==> src/rtl/rotate_stepper.sv <==
// Timed rotation sequencer: loads an 8-bit pattern and steps it through an
// external rotator once every TICK_DIV clocks, for a finite or unbounded count.
module rotate_stepper #(
   parameter int unsigned TICK_DIV = 25_000_000
) (
   input  logic       clk,
   input  logic       reset_n,
   input  logic       load,
   input  logic [7:0] data_in,
   input  logic       dir_in,
   input  logic [2:0] step_in,
   input  logic [7:0] nsteps_in,
   input  logic       pause,
   input  logic       stop,
   output logic [7:0] shf_a,
   output logic [2:0] shf_amt,
   output logic       shf_lr,
   input  logic [7:0] shf_y,
   output logic [7:0] pattern,
   output logic       busy,
   output logic       done,
   output logic [7:0] step_count
);

   localparam int unsigned CW = (TICK_DIV > 1) ? $clog2(TICK_DIV) : 1;
   localparam logic [CW-1:0] TICK_MAX = CW'(TICK_DIV - 1);

   typedef enum logic [1:0] {IDLE, RUN, PAUSE} state_t;

   state_t        state, state_nx;
   logic [CW-1:0] tick_cnt, tick_cnt_nx;
   logic [7:0]    target, target_nx;
   logic [7:0]    pat_nx, cnt_nx;
   logic [2:0]    amt_nx;
   logic          lr_nx, done_nx;

   assign pattern = shf_a;

   always_comb begin
      state_nx    = state;
      tick_cnt_nx = tick_cnt;
      target_nx   = target;
      pat_nx      = shf_a;
      amt_nx      = shf_amt;
      lr_nx       = shf_lr;
      cnt_nx      = step_count;
      done_nx     = 1'b0;

      if (stop) begin
         state_nx    = IDLE;
         tick_cnt_nx = '0;
      end else if (load) begin
         state_nx    = RUN;
         tick_cnt_nx = '0;
         target_nx   = nsteps_in;
         pat_nx      = data_in;
         amt_nx      = step_in;
         lr_nx       = dir_in;
         cnt_nx      = '0;
      end else if (state != IDLE) begin
         if (pause) begin
            state_nx = PAUSE;
         end else begin
            // Leaving PAUSE counts this cycle, so a pause of N cycles delays the next step by exactly N.
            state_nx = RUN;
            if (tick_cnt == TICK_MAX) begin
               tick_cnt_nx = '0;
               pat_nx      = shf_y;
               cnt_nx      = step_count + 8'd1;
               if ((target != '0) && (cnt_nx == target)) begin
                  done_nx  = 1'b1;
                  state_nx = IDLE;
               end
            end else begin
               tick_cnt_nx = tick_cnt + CW'(1);
            end
         end
      end
   end

   always_ff @(posedge clk or negedge reset_n) begin
      if (!reset_n) begin
         state      <= IDLE;
         tick_cnt   <= '0;
         target     <= '0;
         shf_a      <= '0;
         shf_amt    <= '0;
         shf_lr     <= 1'b0;
         step_count <= '0;
         busy       <= 1'b0;
         done       <= 1'b0;
      end else begin
         state      <= state_nx;
         tick_cnt   <= tick_cnt_nx;
         target     <= target_nx;
         shf_a      <= pat_nx;
         shf_amt    <= amt_nx;
         shf_lr     <= lr_nx;
         step_count <= cnt_nx;
         busy       <= (state_nx != IDLE);
         done       <= done_nx;
      end
   end

endmodule

==> config.mk <==
export PLATFORM = sky130hd
export DESIGN_NAME = rotate_stepper
export DESIGN_NICKNAME = d
export VERILOG_FILES = /design/src/rtl/rotate_stepper.sv
export SDC_FILE = /design/constraint.sdc
export NUM_CORES = 1
export LEC_CHECK = 0
export CAP_MARGIN = 0
export CORE_MARGIN = 8
export CORE_UTILIZATION = 48
export CTS_BUF_LIST = sky130_fd_sc_hd__clkbuf_4
export DETAILED_ROUTE_END_ITERATION = 12
export PLACE_DENSITY = 0.81
export SLEW_MARGIN = 20
export SYNTH_ARGS = -nofsm -noshare
export SYNTH_HDL_FRONTEND = slang
export SYNTH_SLANG_ARGS = --single-unit
export TNS_END_PERCENT = 10
==> constraint.sdc <==
create_clock -name clk -period 2.2 [get_ports clk]
set_clock_uncertainty 0.15 [all_clocks]
set_input_delay 0.22 -clock clk [delete_from_list [all_inputs] [get_ports clk]]
set_output_delay 0.22 -clock clk [all_outputs]
set_load 0.05 [all_outputs]
==> results of run 1 <==
[cells by family after synthesis]
group / after synthesis / synth area share (%)
DFF: 57 / 44.9
and+or+nand+nor: 122 / 21.7
AOI/OAI and AO/OA: 59 / 11.4
xor gates and xnor gates: 20 / 5.51
buffers and inverters: 26 / 4.21
muxes: 33 / 11.5
adders and majority gates: 2 / 0.787
[what timing repair did]
| action | 4_1_cts | 5_1_grt |
|---|---|---|
| hold buffers | 1 | 0 |
| resized for setup | 2 | 5 |
| pin swaps | 1 | 7 |
| hold endpoints to repair | 57 | 0 |
| setup buffers | 0 | 7 |
| setup endpoints to repair | 3 | 15 |
[cell usage after synthesis (6+ instances only)]
cell type	number	share of area, %
nand4_1	6	1.2
clkbuf_1	10	1.2
mux2_2	23	8.1
and4_1	7	1.9
xor2_1	8	2.2
nand2_1	26	3.1
a21oi_1	12	1.9
nor2_1	24	2.8
xnor2_1	12	3.3
nand3_1	16	2.5
o21ai_0	26	4.1
dfrtp_1	57	45
buf_4	9	2.1
nor3_1	7	1.1
[per-layer routing]
layer  share of wire (%)  up-vias
met5                   0        -
met4                 2.2        0
met3                 5.8       18
met2                  48      115
met1                  44     1349
li1                    -     1337
[sequential cells by signal, indices dropped and copies added (netlist names)]
name        cells
target          8
pattern         8
done            1
shf_lr          1
shf_amt         3
busy            1
step_count      8
tick_cnt       25
state           2
[stage by stage]
stage          cell area, sq um  util (%)  worst slack (ns)
2_1_floorplan              3210         -           -0.0112
3_3_place_gp               4030      63.2             0.125
3_5_place_dp               4030      63.2            0.0143
4_1_cts                    4190      65.6            0.0198
5_1_grt                    4280      67.0           -0.0523
6_report                   4280      67.0            0.0306
[power breakdown]
group / total (uW) / switching [uW] / internal (uW)
clock network: 752 / 409 / 343
registers: 1170 / 58.3 / 1110
logic: 637 / 378 / 259
[tightest hold or removal path: stages]
cell and delay (ns):
dlygate4sd3_1 0.52, buf_2 0.12, buf_12 0.27
[final cells by class]
type	count	area (sq um)	area share, %
inverter	5	18.8	0.439
multi-input combinational	236	1680	39.2
timing repair buffer	100	916	21.4
clock inverter	7	71.3	1.67
tap	77	96.3	2.25
clock buffer	9	67.6	1.58
sequential	57	1430	33.5
[how the worst min path moves through the flow]
stage,slack [ns],cells after the start,start,end
3_3_place_gp,0.09,2,reset_n,tick_cnt[13]
4_1_cts,0.17,3,reset_n,pattern[7]
6_report,0.17,3,reset_n,tick_cnt[11]
5_1_grt,0.21,3,reset_n,pattern[7]
2_1_floorplan,-0.23,0,reset_n,busy
3_5_place_dp,0.09,2,reset_n,tick_cnt[13]
==> results.py, run 1 <==
metrics = {
    "status": {
        "status": "completed",
    },
    "sta": {
        "holdWs_ns": 0.169,
        "period_share_pct": 98.6,
        "fmax_ghz": 0.461,
        "hold_violations": 0,
        "final.min_clock_period_ns": 2.17,
        "fin_setup_tns_ns": 0,
        "rsz0062_at_grt": "true",
        "setup_viol": 0,
        "final_max_slew_viol_count": 0,
        "worst_slew_pin_slew_ns": 0.530,
        "slew_headroom_pct": 64.5,
    },
    "power": {
        "leakage_uw": 0.00172,
        "powerDensity_nw_per_um2": 597,
        "power_uw": 2560,
        "peakVddDrop_v": 0.000480,
    },
    "floorplanning": {
        "fp.dieW_microns": 97.4,
        "core_region_area_sq_um": 6390,
        "die_y_microns": 97.4,
        "initial_core_util_pct": 49.8,
        "row_count": 29,
        "ios": 63,
        "dieArea_sq_um": 9480,
    },
    "synthesis": {
        "synth_seq_cells": 57,
        "yosys_warnings": 0,
        "synth-async-reset-ratio_pct": 100,
        "syn_avg_cell_area_sq_um": 9.96,
        "synth_cells": 319,
        "synth-edff-count": 0,
        "synth_ff_type": "dfrtp_1",
        "yosysUniqueCellTypes": 47,
        "syn_nets": 354,
        "netlist_area_sq_um": 3180,
        "yosysSeqAreaShare_pct": 44.9,
    },
    "drt": {
        "drt-total-wl_microns": 8330,
        "viasPerCell": 5.74,
        "detail_route.first_pass.iterations": 5,
        "wl_per_cell_microns": 17.0,
        "dr_total_vias": 2819,
        "drc": 0,
        "drtIter0Drc": 167,
        "drtAntennaViolNets": 0,
    },
    "grt": {
        "grt_pass1_vias": 2888,
        "grt_overflow": 0,
        "busiest_layer": "met2",
        "antenna_found_initial": 0,
        "grt_usage_pct": 17.1,
        "grt_util_met1_pct": 21.2,
        "grt_use_met3_pct": 3.91,
        "use_met2_pct": 26.5,
        "grt_max_degree": 58,
        "grt_first_pass_wirelength_microns": 13400,
    },
    "clocking": {
        "cts_num_sinks": 57,
        "numCtsBuffers": 9,
        "root_buffer": "clkbuf_4",
        "insertion_delay_ns": 0.41,
        "cts_tree": "built",
        "htree_levels": 3,
        "cts_buffer_depth": 2,
        "path_clk_slew_ns": 0.11,
    },
    "setup_path": {
        "end_kind": "output port",
        "arrival_ns": 1.80,
        "crit_family": "buffers and inverters",
        "r2r_slack_ns": 0.05,
        "reg2reg_depth": 6,
        "timing.rr.end": "busy",
        "worstSetupEndpoint": "step_count[0]",
        "critPathKind": "reg -> out",
        "start_kind": "flop",
        "critPathRequiredTime_ns": 1.83,
        "slowest_stage": "clkdlybuf4s50_1",
        "r2r_start": "step_count[1]",
        "cp_num_buf_inv": 2,
        "startpoint": "step_count[0]",
        "path_cells": "buf_4 -> clkdlybuf4s50_1",
        "max_stage_delay_ns": 0.82,
        "crit_fanout": 4,
        "path_depth": 2,
    },
    "layout": {
        "final_cell_mix": "clkdlybuf4s50_1 (61), dfrtp_1 (52), buf_4 (36)",
        "nets": 444,
        "final_common_cell": "clkdlybuf4s50_1",
        "drive_above_1_share_pct": 24.2,
        "diodes": 0,
        "fillers": 470,
        "instances_no_fill": 491,
        "syn_to_final_growth_pct": 34.6,
    },
    "place": {
        "place_congestion": 0.873,
        "io_buffers": 62,
        "dpl.hpwl_microns": 6030,
        "post-place-cells": 467,
    },
    "worst_hold_path": {
        "hold_class": "in -> async",
    },
    "run": {
        "cap_violations": 0,
    },
}
No activity file was read; power rests on OpenSTA's default activity.
==> run 2: changes to the inputs <==
- CORE_MARGIN: 8 -> 2
- GPL_ROUTABILITY_DRIVEN: not set -> 0
- RECOVER_POWER: not set -> 50
==> results.py, run 2 (synthesis gave the netlist of run 1 again) <==
metrics = {
    "layout": {
        "final_common_cell": "clkdlybuf4s50_1",
        "final_core_util_pct": 66.2,
        "regMostFlops": "tick_cnt",
        "diodes": 0,
        "finalInstanceArea_sq_um": 4230,
        "largest_reg_flops": 25,
        "final_cell_mix": "clkdlybuf4s50_1 (61), dfrtp_1 (52), buf_4 (33)",
        "nets": 446,
        "syn_to_final_growth_pct": 33.1,
        "fillers": 487,
        "seqCellArea_sq_um": 1430,
        "drive_above_1_share_pct": 22.8,
        "multiInputGateArea_sq_um": 1660,
    },
    "setup_path": {
        "slowest_stage": "dfrtp_2",
        "start_kind": "flop",
        "arrival_ns": 2.31,
        "end_kind": "flop",
        "reg2reg_depth": 6,
        "r2r_start": "step_count[1]",
        "critPathRequiredTime_ns": 2.33,
        "path_cells": "ha_4 -> xor2_1 -> a2111oi_2 -> nand3_1 -> a2111oi_4 -> a211oi_1",
        "cp_num_buf_inv": 0,
        "crit_family": "compound AO/OA/AOI/OAI gates",
        "crit_fanout": 4,
        "r2r_slack_ns": 0.02,
        "timing.rr.end": "busy",
        "max_stage_delay_ns": 0.45,
        "critPathKind": "reg -> reg",
    },
    "power": {
        "pwr-share-comb_pct": 24.9,
        "pwr-share-clk_pct": 29.1,
        "powerDensity_nw_per_um2": 598,
        "p_int_uw": 1700,
        "p_sw_uw": 830,
        "leakage_uw": 0.00171,
        "p_sw_share_pct": 32.8,
        "seqPwrFrac_pct": 46.0,
        "peakVddDrop_v": 0.000522,
    },
    "status": {
        "status": "completed",
    },
    "grt": {
        "grt_first_pass_wirelength_microns": 13400,
        "use_met2_pct": 38.1,
        "antenna_found_initial": 0,
        "grt_max_degree": 30,
        "grt_util_met1_pct": 30.0,
        "busiest_layer": "met2",
        "grt_pass1_vias": 2880,
        "grt_usage_pct": 23.2,
        "grt_use_met3_pct": 5.16,
        "grt_overflow": 0,
    },
    "clocking": {
        "path_clk_slew_ns": 0.10,
        "root_buffer": "clkbuf_4",
        "numCtsBuffers": 9,
        "cts_tree": "built",
        "htree_levels": 3,
        "insertion_delay_ns": 0.40,
        "cts_num_sinks": 57,
        "cts_buffer_depth": 2,
    },
    "sta": {
        "fmax_ghz": 0.458,
        "worst_slew_pin_slew_ns": 0.810,
        "final_max_slew_viol_count": 0,
        "slew_headroom_pct": 46.0,
        "final.min_clock_period_ns": 2.18,
        "hold_violations": 0,
        "rsz0062_at_grt": "true",
        "setup_viol": 0,
        "holdWs_ns": 0.261,
        "fin_setup_tns_ns": 0,
        "period_share_pct": 99.2,
        "worst_slack_ns": 0.0178,
    },
    "drt": {
        "drtIter0Drc": 234,
        "drt-total-wl_microns": 8080,
        "drc": 0,
        "viasPerCell": 5.77,
        "drtAntennaViolNets": 0,
        "dr_total_vias": 2844,
        "detail_route.first_pass.iterations": 5,
        "wl_per_cell_microns": 16.4,
    },
    "floorplanning": {
        "initial_core_util_pct": 49.8,
        "ios": 63,
        "row_count": 29,
        "fp.dieW_microns": 85.4,
        "dieArea_sq_um": 7290,
        "core_region_area_sq_um": 6390,
        "die_y_microns": 85.4,
    },
    "place": {
        "io_buffers": 62,
        "dpl.hpwl_microns": 5940,
        "pre_cts_ws_ns": 0.0627,
        "post_dp_cell_area_sq_um": 4070,
    },
    "run": {
        "cap_violations": 0,
    },
    "worst_hold_path": {
        "hold_class": "in -> async",
    },
}
run 2: changes by cell type in the layout (fill, tap and decap cells not counted), sizes merged:
cell and change:
clkinv +3, buf -5, clkbuf +7, clkinvlp -3
run 2: metal layers:
layer | part of all wire [%] | vias to the layer above
li1 | - | 1334
met1 | 44 | 1374
met2 | 47 | 113
met3 | 6.1 | 23
met4 | 2.4 | 0
met5 | 0 | -
run 2: worst register-to-register path, delay by kind of cell, from the launching register on:
family                     cells  cell delay, ns
AOI/OAI and AO/OA              3            0.88
xor gates and xnor gates       1            0.15
adders and majority gates      1            0.25
DFF                            1            0.45
and+or+nand+nor                1            0.18
run 2: worst max path at each step:
stage,end,slack (ns),depth (start not counted),start
after floorplan,pattern[3],-0.01,8,tick_cnt[0]
after global placement,step_count[5],0.12,5,tick_cnt[9]
after detailed placement,step_count[5],0.06,5,tick_cnt[9]
after CTS,step_count[5],0.03,5,tick_cnt[9]
after global routing,busy,-0.11,6,step_count[1]
final,busy,0.02,6,step_count[1]
run 2: layout make-up:
cell class | instances | share of cell area, %
sequential | 57 | 33.9
inverter | 5 | 0.444
clock buffer | 9 | 1.60
multi-input combinational | 236 | 39.2
timing repair buffer | 102 | 21.2
clock inverter | 7 | 1.45
tap | 77 | 2.28
run 2: what timing repair did:
action | in CTS | in global routing
setup buffers | 0 | 2
endpoints found under the setup margin | 0 | 18
endpoints found under the hold margin | 27 | 0
hold buffers | 1 | 0
resized for setup | 0 | 7
run 2: through the flow:
| step | total power [uW] | instances |
|---|---|---|
| floorplan | 1580 | 319 |
| global placement | 1800 | 474 |
| detailed placement | 1810 | 474 |
| CTS | 2540 | 491 |
| global route | 2630 | 493 |
| finish | 2530 | 493 |
run 2: power groups by stage:
| stage | Sequential, uW | Clock [uW] | Combinational, uW |
|---|---|---|---|
| finish | 1160 | 735 | 631 |
| floorplan | 1300 | 0 | 272 |
| detailed placement | 1180 | 0 | 630 |
| global placement | 1180 | 0 | 619 |
| CTS | 1160 | 745 | 634 |
| global route | 1170 | 793 | 663 |
